## src/rtl/dmem_if.sv

```systemverilog
// Load/store handshake between the MIPS MEM stage (master) and the data memory (slave).
interface dmem_if;
  logic        req;
  logic        we;
  logic [31:0] addr;
  logic [31:0] wdata;
  logic [31:0] rdata;
  logic        ack;
  logic        busy;
  logic        stall;
  logic        err;

  modport master (
    output req, we, addr, wdata,
    input  rdata, ack, busy, stall, err
  );

  modport slave (
    input  req, we, addr, wdata,
    output rdata, ack, busy, stall, err
  );
endinterface

```

## src/rtl/dmem_responder.sv

```systemverilog
// Fixed-latency data-memory responder for the pipelined MIPS core's MEM stage.
// Optional misaligned-access rejection is enabled by defining DMEM_ALIGN_CHECK_EN.
module dmem_responder #(
  parameter int DEPTH   = 64,
  parameter int LATENCY = 2
) (
  input  logic   clk,
  input  logic   reset,
  dmem_if.slave  bus
);

  localparam int AW    = (DEPTH > 1) ? $clog2(DEPTH) : 1;
  localparam int CNT_W = (LATENCY > 2) ? $clog2(LATENCY) : 1;
  localparam bit LAT1  = (LATENCY == 1);
  localparam logic [CNT_W-1:0] CNT_INIT = CNT_W'((LATENCY > 1) ? LATENCY - 2 : 0);

  typedef enum logic [1:0] {IDLE, WAIT, RESP} state_t;

  state_t           state;
  logic [CNT_W-1:0] cnt;
  logic             ack_q;
  logic             busy_q;
  logic             err_q;
  logic [31:0]      rdata_q;

  logic             we_q;
  logic [AW-1:0]    idx_q;
  logic [31:0]      wdata_q;
  logic             mis_q;

  logic [31:0]      mem [DEPTH];

  logic             mis_in;
  logic             sel_we;
  logic [AW-1:0]    sel_idx;
  logic [31:0]      sel_wdata;
  logic             sel_mis;
  logic             commit;
  logic             unused_addr_bits;

`ifdef DMEM_ALIGN_CHECK_EN
  assign mis_in = (bus.addr[1:0] != 2'b00);
`else
  assign mis_in = 1'b0;
`endif

  assign unused_addr_bits = ^{bus.addr[31:AW+2], bus.addr[1:0]};

  // With a one-cycle latency the RESP entry coincides with the accept edge,
  // so the access must use the live inputs rather than the latched copy.
  always_comb begin
    sel_we    = we_q;
    sel_idx   = idx_q;
    sel_wdata = wdata_q;
    sel_mis   = mis_q;
    if (LAT1 && state == IDLE) begin
      sel_we    = bus.we;
      sel_idx   = bus.addr[AW+1:2];
      sel_wdata = bus.wdata;
      sel_mis   = mis_in;
    end
  end

  always_comb begin
    if (LAT1) commit = (state == IDLE) && bus.req;
    else      commit = (state == WAIT) && (cnt == '0);
  end

  // Accept stage: capture the request fields
  always_ff @(posedge clk) begin
    if (state == IDLE && bus.req) begin
      we_q    <= bus.we;
      idx_q   <= bus.addr[AW+1:2];
      wdata_q <= bus.wdata;
      mis_q   <= mis_in;
    end
  end

  // Control FSM and response registers
  always_ff @(posedge clk) begin
    if (reset) begin
      state   <= IDLE;
      cnt     <= '0;
      ack_q   <= 1'b0;
      busy_q  <= 1'b0;
      err_q   <= 1'b0;
      rdata_q <= '0;
    end else begin
      ack_q <= 1'b0;
      err_q <= 1'b0;
      case (state)
        IDLE: begin
          if (bus.req) begin
            busy_q <= 1'b1;
            if (LAT1) begin
              state <= RESP;
            end else begin
              state <= WAIT;
              cnt   <= CNT_INIT;
            end
          end
        end
        WAIT: begin
          if (cnt == '0) state <= RESP;
          else           cnt   <= cnt - 1'b1;
        end
        RESP: begin
          state  <= IDLE;
          busy_q <= 1'b0;
        end
        default: begin
          state  <= IDLE;
          busy_q <= 1'b0;
        end
      endcase
      if (commit) begin
        ack_q <= 1'b1;
        err_q <= sel_mis;
        if (!sel_we && !sel_mis) rdata_q <= mem[sel_idx];
      end
    end
  end

  // Commit stage: stores land on RESP entry; reset abandons them
  always_ff @(posedge clk) begin
    if (!reset && commit && sel_we && !sel_mis) mem[sel_idx] <= sel_wdata;
  end

  assign bus.rdata = rdata_q;
  assign bus.ack   = ack_q;
  assign bus.busy  = busy_q;
  assign bus.err   = err_q;
  assign bus.stall = bus.req & ~ack_q;

endmodule
```

## src/flat_wrapper.sv

```systemverilog
// flat-port wrapper written by rule: the top's interface ports become plain ports
module dmem_responder_flat 
#(
  parameter int DEPTH   = 64,
  parameter int LATENCY = 2
)
  (clk, reset, bus_req, bus_we, bus_addr, bus_wdata, bus_rdata, bus_ack, bus_busy, bus_stall, bus_err);
  dmem_if bus_i ();
  input  logic clk;
  input  logic reset;
  input wire logic [$bits(bus_i.req)-1:0] bus_req;
  input wire logic [$bits(bus_i.we)-1:0] bus_we;
  input wire logic [$bits(bus_i.addr)-1:0] bus_addr;
  input wire logic [$bits(bus_i.wdata)-1:0] bus_wdata;
  output wire logic [$bits(bus_i.rdata)-1:0] bus_rdata;
  output wire logic [$bits(bus_i.ack)-1:0] bus_ack;
  output wire logic [$bits(bus_i.busy)-1:0] bus_busy;
  output wire logic [$bits(bus_i.stall)-1:0] bus_stall;
  output wire logic [$bits(bus_i.err)-1:0] bus_err;
  assign bus_i.req = bus_req;
  assign bus_i.we = bus_we;
  assign bus_i.addr = bus_addr;
  assign bus_i.wdata = bus_wdata;
  assign bus_rdata = bus_i.rdata;
  assign bus_ack = bus_i.ack;
  assign bus_busy = bus_i.busy;
  assign bus_stall = bus_i.stall;
  assign bus_err = bus_i.err;
  dmem_responder #(.DEPTH(DEPTH), .LATENCY(LATENCY)) u_core (.clk(clk), .reset(reset), .bus(bus_i));
endmodule
```

## config.mk

```make
export PLATFORM = sky130hd
export DESIGN_NAME = dmem_responder_flat
export DESIGN_NICKNAME = d
export VERILOG_FILES = /design/src/rtl/dmem_if.sv /design/src/rtl/dmem_responder.sv /design/src/flat_wrapper.sv
export SDC_FILE = /design/constraint.sdc
export NUM_CORES = 2
export LEC_CHECK = 0
export ABC_AREA = 1
export CORE_ASPECT_RATIO = 0.9
export CORE_MARGIN = 8
export CORE_UTILIZATION = 50
export CTS_CLUSTER_DIAMETER = 30
export DETAILED_ROUTE_END_ITERATION = 8
export GPL_TIMING_DRIVEN = 0
export PLACE_DENSITY = 0.66
export SLEW_MARGIN = 20
export SYNTH_ARGS = -nofsm -noshare
export SYNTH_HDL_FRONTEND = slang
export SYNTH_SLANG_ARGS = --single-unit
```

## constraint.sdc

```tcl
create_clock -name clk -period 5.1 [get_ports clk]
set_input_delay 1.53 -clock clk [delete_from_list [all_inputs] [get_ports clk]]
set_output_delay 1.53 -clock clk [all_outputs]
set_load 0.02 [all_outputs]
```

==> impl_metrics.py <==
metrics = {
    "worst_hold_path": {
        "min_to": "u_core.bus.busy$_SDFFE_PP0P_",
        "holdCritStartpoint": "u_core.bus.busy$_SDFFE_PP0P_",
        "holdPathStages": 2,
        "hold_class": "flip-flop to flip-flop",
    },
    "layout": {
        "syn_to_final_growth_pct": 25.4,
        "final_area_mm2": 0.111,
        "drive_above_1_share_pct": 12.4,
        "fillers": 13400,
        "nets": 9366,
    },
    "clocking": {
        "clk_latency_ps": 950,
        "cts_buffers": 426,
        "ctsResizeCount": 0,
        "clk_pin_slew_ps": 50,
        "clock_sinks": 2123,
        "htreeDepth": 5,
        "post_cts_buffers": 0,
        "cts_root_buf": "clkbuf_16",
        "cts_hold_buf": 0,
        "cts_buffer_depth": 4,
        "cts_tree": "done",
    },
    "place": {
        "post_dp_cell_area_mm2": 0.0965,
        "post-place-ws_ps": -481,
        "portBuffers": 76,
        "gp_congestion": 1.01,
        "dpl.hpwl_um": 202000,
    },
    "power": {
        "p_switching_mw": 11.3,
        "p_leak_nw": 46.4,
        "internal_power_mw": 38.7,
        "sw_frac_of_total_pct": 22.6,
        "power_frac_comb_pct": 5.9,
        "p_per_area_mw_per_mm2": 451,
        "vdd_ir_drop_max_uv": 316,
        "total_power_mw": 50.0,
        "p_seq_share_pct": 38.8,
        "clkPwrFrac_pct": 55.3,
    },
    "timing": {
        "slew_viol_final": 0,
        "min_period_ps": 4650,
        "worstMarginPinSlew_ps": 1200,
        "fmax_mhz": 215,
        "tns_ps": 0,
        "timing.final.ws_setup_ps": 449,
        "final-hold-violation-count": 0,
        "setup_viol": 0,
        "rsz0062_at_grt": "no",
        "hold_ws_ps": 573,
        "fin_skew_ps": 87.2,
        "period_share_pct": 91.2,
        "max-slew-margin-rel_pct": 19.3,
    },
    "detailed_routing": {
        "drt_pass1_iterations": 6,
        "ant_nets": 0,
        "wirelength_um": 292000,
        "drt_iter0_markers": 8401,
        "wl_per_cell_um": 24.3,
        "via_count": 65200,
        "drcViolationCount": 0,
        "viasPerCell": 5.43,
    },
    "critical_path": {
        "reg2reg_slack_ps": 490,
        "cp_cell_sequence": "clkdlybuf4s50_1 > nor3b_4 > nand3_1 > nor2_4 > buf_16 > buf_8",
        "max_stage_delay_ps": 960,
        "rr_endpoint": "u_core.mem[39][7]$_DFFE_PP_",
        "worstSetupPathType": "input port to flip-flop",
        "r2r_cells": 7,
        "crit_slowest_cell": "nand3_1",
        "arrival_ps": 5220,
        "regToRegStartpoint": "u_core.idx_q[1]$_DFFE_PP_",
        "end_kind": "flip-flop",
        "required_ps": 5670,
        "critPathMaxFanout": 14,
        "start_kind": "input port",
    },
    "synth": {
        "netlist_area_mm2": 0.0884,
        "synth.most_common_cell": "nand2_1",
        "yosys.area.top_type_share_pct": 70.9,
        "ys_ff_latch": 2123,
        "seq_area_frac_synth_pct": 71.7,
        "synthArstFlopShare_pct": 0,
        "synth_nets": 8666,
        "yosysWarnings": 0,
        "synth_edf_count": 2087,
        "synthTopCellsByArea": "edfxtp_1 (71%), nand2_1 (24%), buf_2 (1.2%)",
        "yosys-top-cells-count": "nand2_1 (5,660), edfxtp_1 (2,087), buf_2 (217)",
        "avgSynthCellArea_um2": 10.3,
        "yosys.area.top_type": "edfxtp_1",
        "synthCells": 8598,
        "synth_cell_type_count": 25,
        "yosys_most_used_dff": "edfxtp_1",
    },
    "die": {
        "die_x_um": 459,
        "die_y_um": 415,
        "row_count": 146,
        "core_mm2": 0.176,
        "dieArea_mm2": 0.190,
        "num_io_pins": 104,
        "initial_core_util_pct": 50.3,
    },
    "run_status": {
        "outcome": "finished clean",
    },
    "global_route": {
        "grt_pass1_vias": 62200,
        "grt.total_usage_pct": 29.8,
        "grt_overflow_total": 0,
        "grt_max_degree": 28,
        "grt_pass1_wl_um": 417000,
        "antenna_found_initial": 11,
    },
    "job": {
        "cap_violations": 0,
    },
}
flip-flops by register name, summed over array words and instances, names as in the netlist:
| name | cells |
|---|---|
| u_core.bus.busy | 1 |
| u_core.idx_q | 6 |
| u_core.sel_wdata | 32 |
| u_core.sel_we | 1 |
| u_core.bus.rdata | 32 |
| u_core.mem | 2048 |
| u_core.bus.ack | 1 |
| u_core.state | 2 |
per-layer routing:
metal  up-vias  share of wire (%)  global-route usage [%]
met1     31000                 38                    39.8
met2      4063                 44                    45.2
met3       738                 12                    8.02
met5         -                  0                       0
li1      29400                  -                       -
met4         0                5.6                    15.2
critical path: cells and delay by family:
family                 cells  cell delay, ps
and+or+nand+nor            3            2650
buffers and inverters      3            1010
how the worst max path moves through the flow:
stage	from	end	slack (ps)	cells after the start
global placement	reset	u_core.mem[0][4]$_DFFE_PP_	-2480	4
detailed placement	reset	u_core.mem[3][4]$_DFFE_PP_	-480	6
global route	reset	u_core.mem[1][27]$_DFFE_PP_	520	6
finish	reset	u_core.mem[1][3]$_DFFE_PP_	450	6
CTS	reset	u_core.mem[3][27]$_DFFE_PP_	410	6
floorplan	reset	u_core.mem[0][0]$_DFFE_PP_	1120	3
final cells by class:
cell class	instances	area [µm²]	area share, %
multi-input combinational	5956	23200	20.9
inverter	89	337	0.304
clock buffer	495	11200	10.1
antenna	10	25.0	0.0226
buffer	430	1970	1.78
clock inverter	276	3160	2.85
sequential	2123	63400	57.2
tap	2368	2960	2.67
timing repair buffer	272	4620	4.17
metrics by stage:
stage / utilization, % / cells
global route: 63.1 / 12000
detailed placement: 54.9 / 11200
finish: 63.1 / 12000
floorplan: - / 8598
CTS: 63.1 / 12000
global placement: 52.4 / 11000
power by group through the flow:
stage               clock network, mW  logic (mW)  registers [mW]
floorplan                           0        1.33            19.8
global placement                    0        2.28            20.1
detailed placement                  0        2.85            19.7
CTS                              27.8        2.87            19.4
global route                     28.6        3.13            19.4
finish                           27.7        2.94            19.4
cells in the final DEF, fill, tap and decap left out, drive strengths merged:
cell type      synthesis  layout
bufinv                 0      62
clkinvlp               0      48
inv                   89     104
conb                   1       1
o211ai                 5       5
nor3                  10      10
clkdlybuf4s50          0      76
dfxtp                 36      36
diode                  0      10
o21ai                 12      12
nand2               5660    5660
edfxtp              2087    2087
o21a                  30      30
nand3                 68      68
or2                    7       7
nor2                 152     152
clkinv                 0     151
nor3b                  1       1
clkbuf               161     656
a21oi                 10      10
buf                  269     465
cell families (layout without fill, tap and decap cells):
logic type             count (synthesis)  in the layout  share of synthesized area [%]
AOI/OAI and AO/OA                     57             57                          0.422
buffers and inverters                519           1562                           2.61
DFF                                 2123           2123                           71.7
other                                  1             11                        0.00424
and+or+nand+nor                     5898           5898                           25.2
Power figures use the tool's default switching activity.
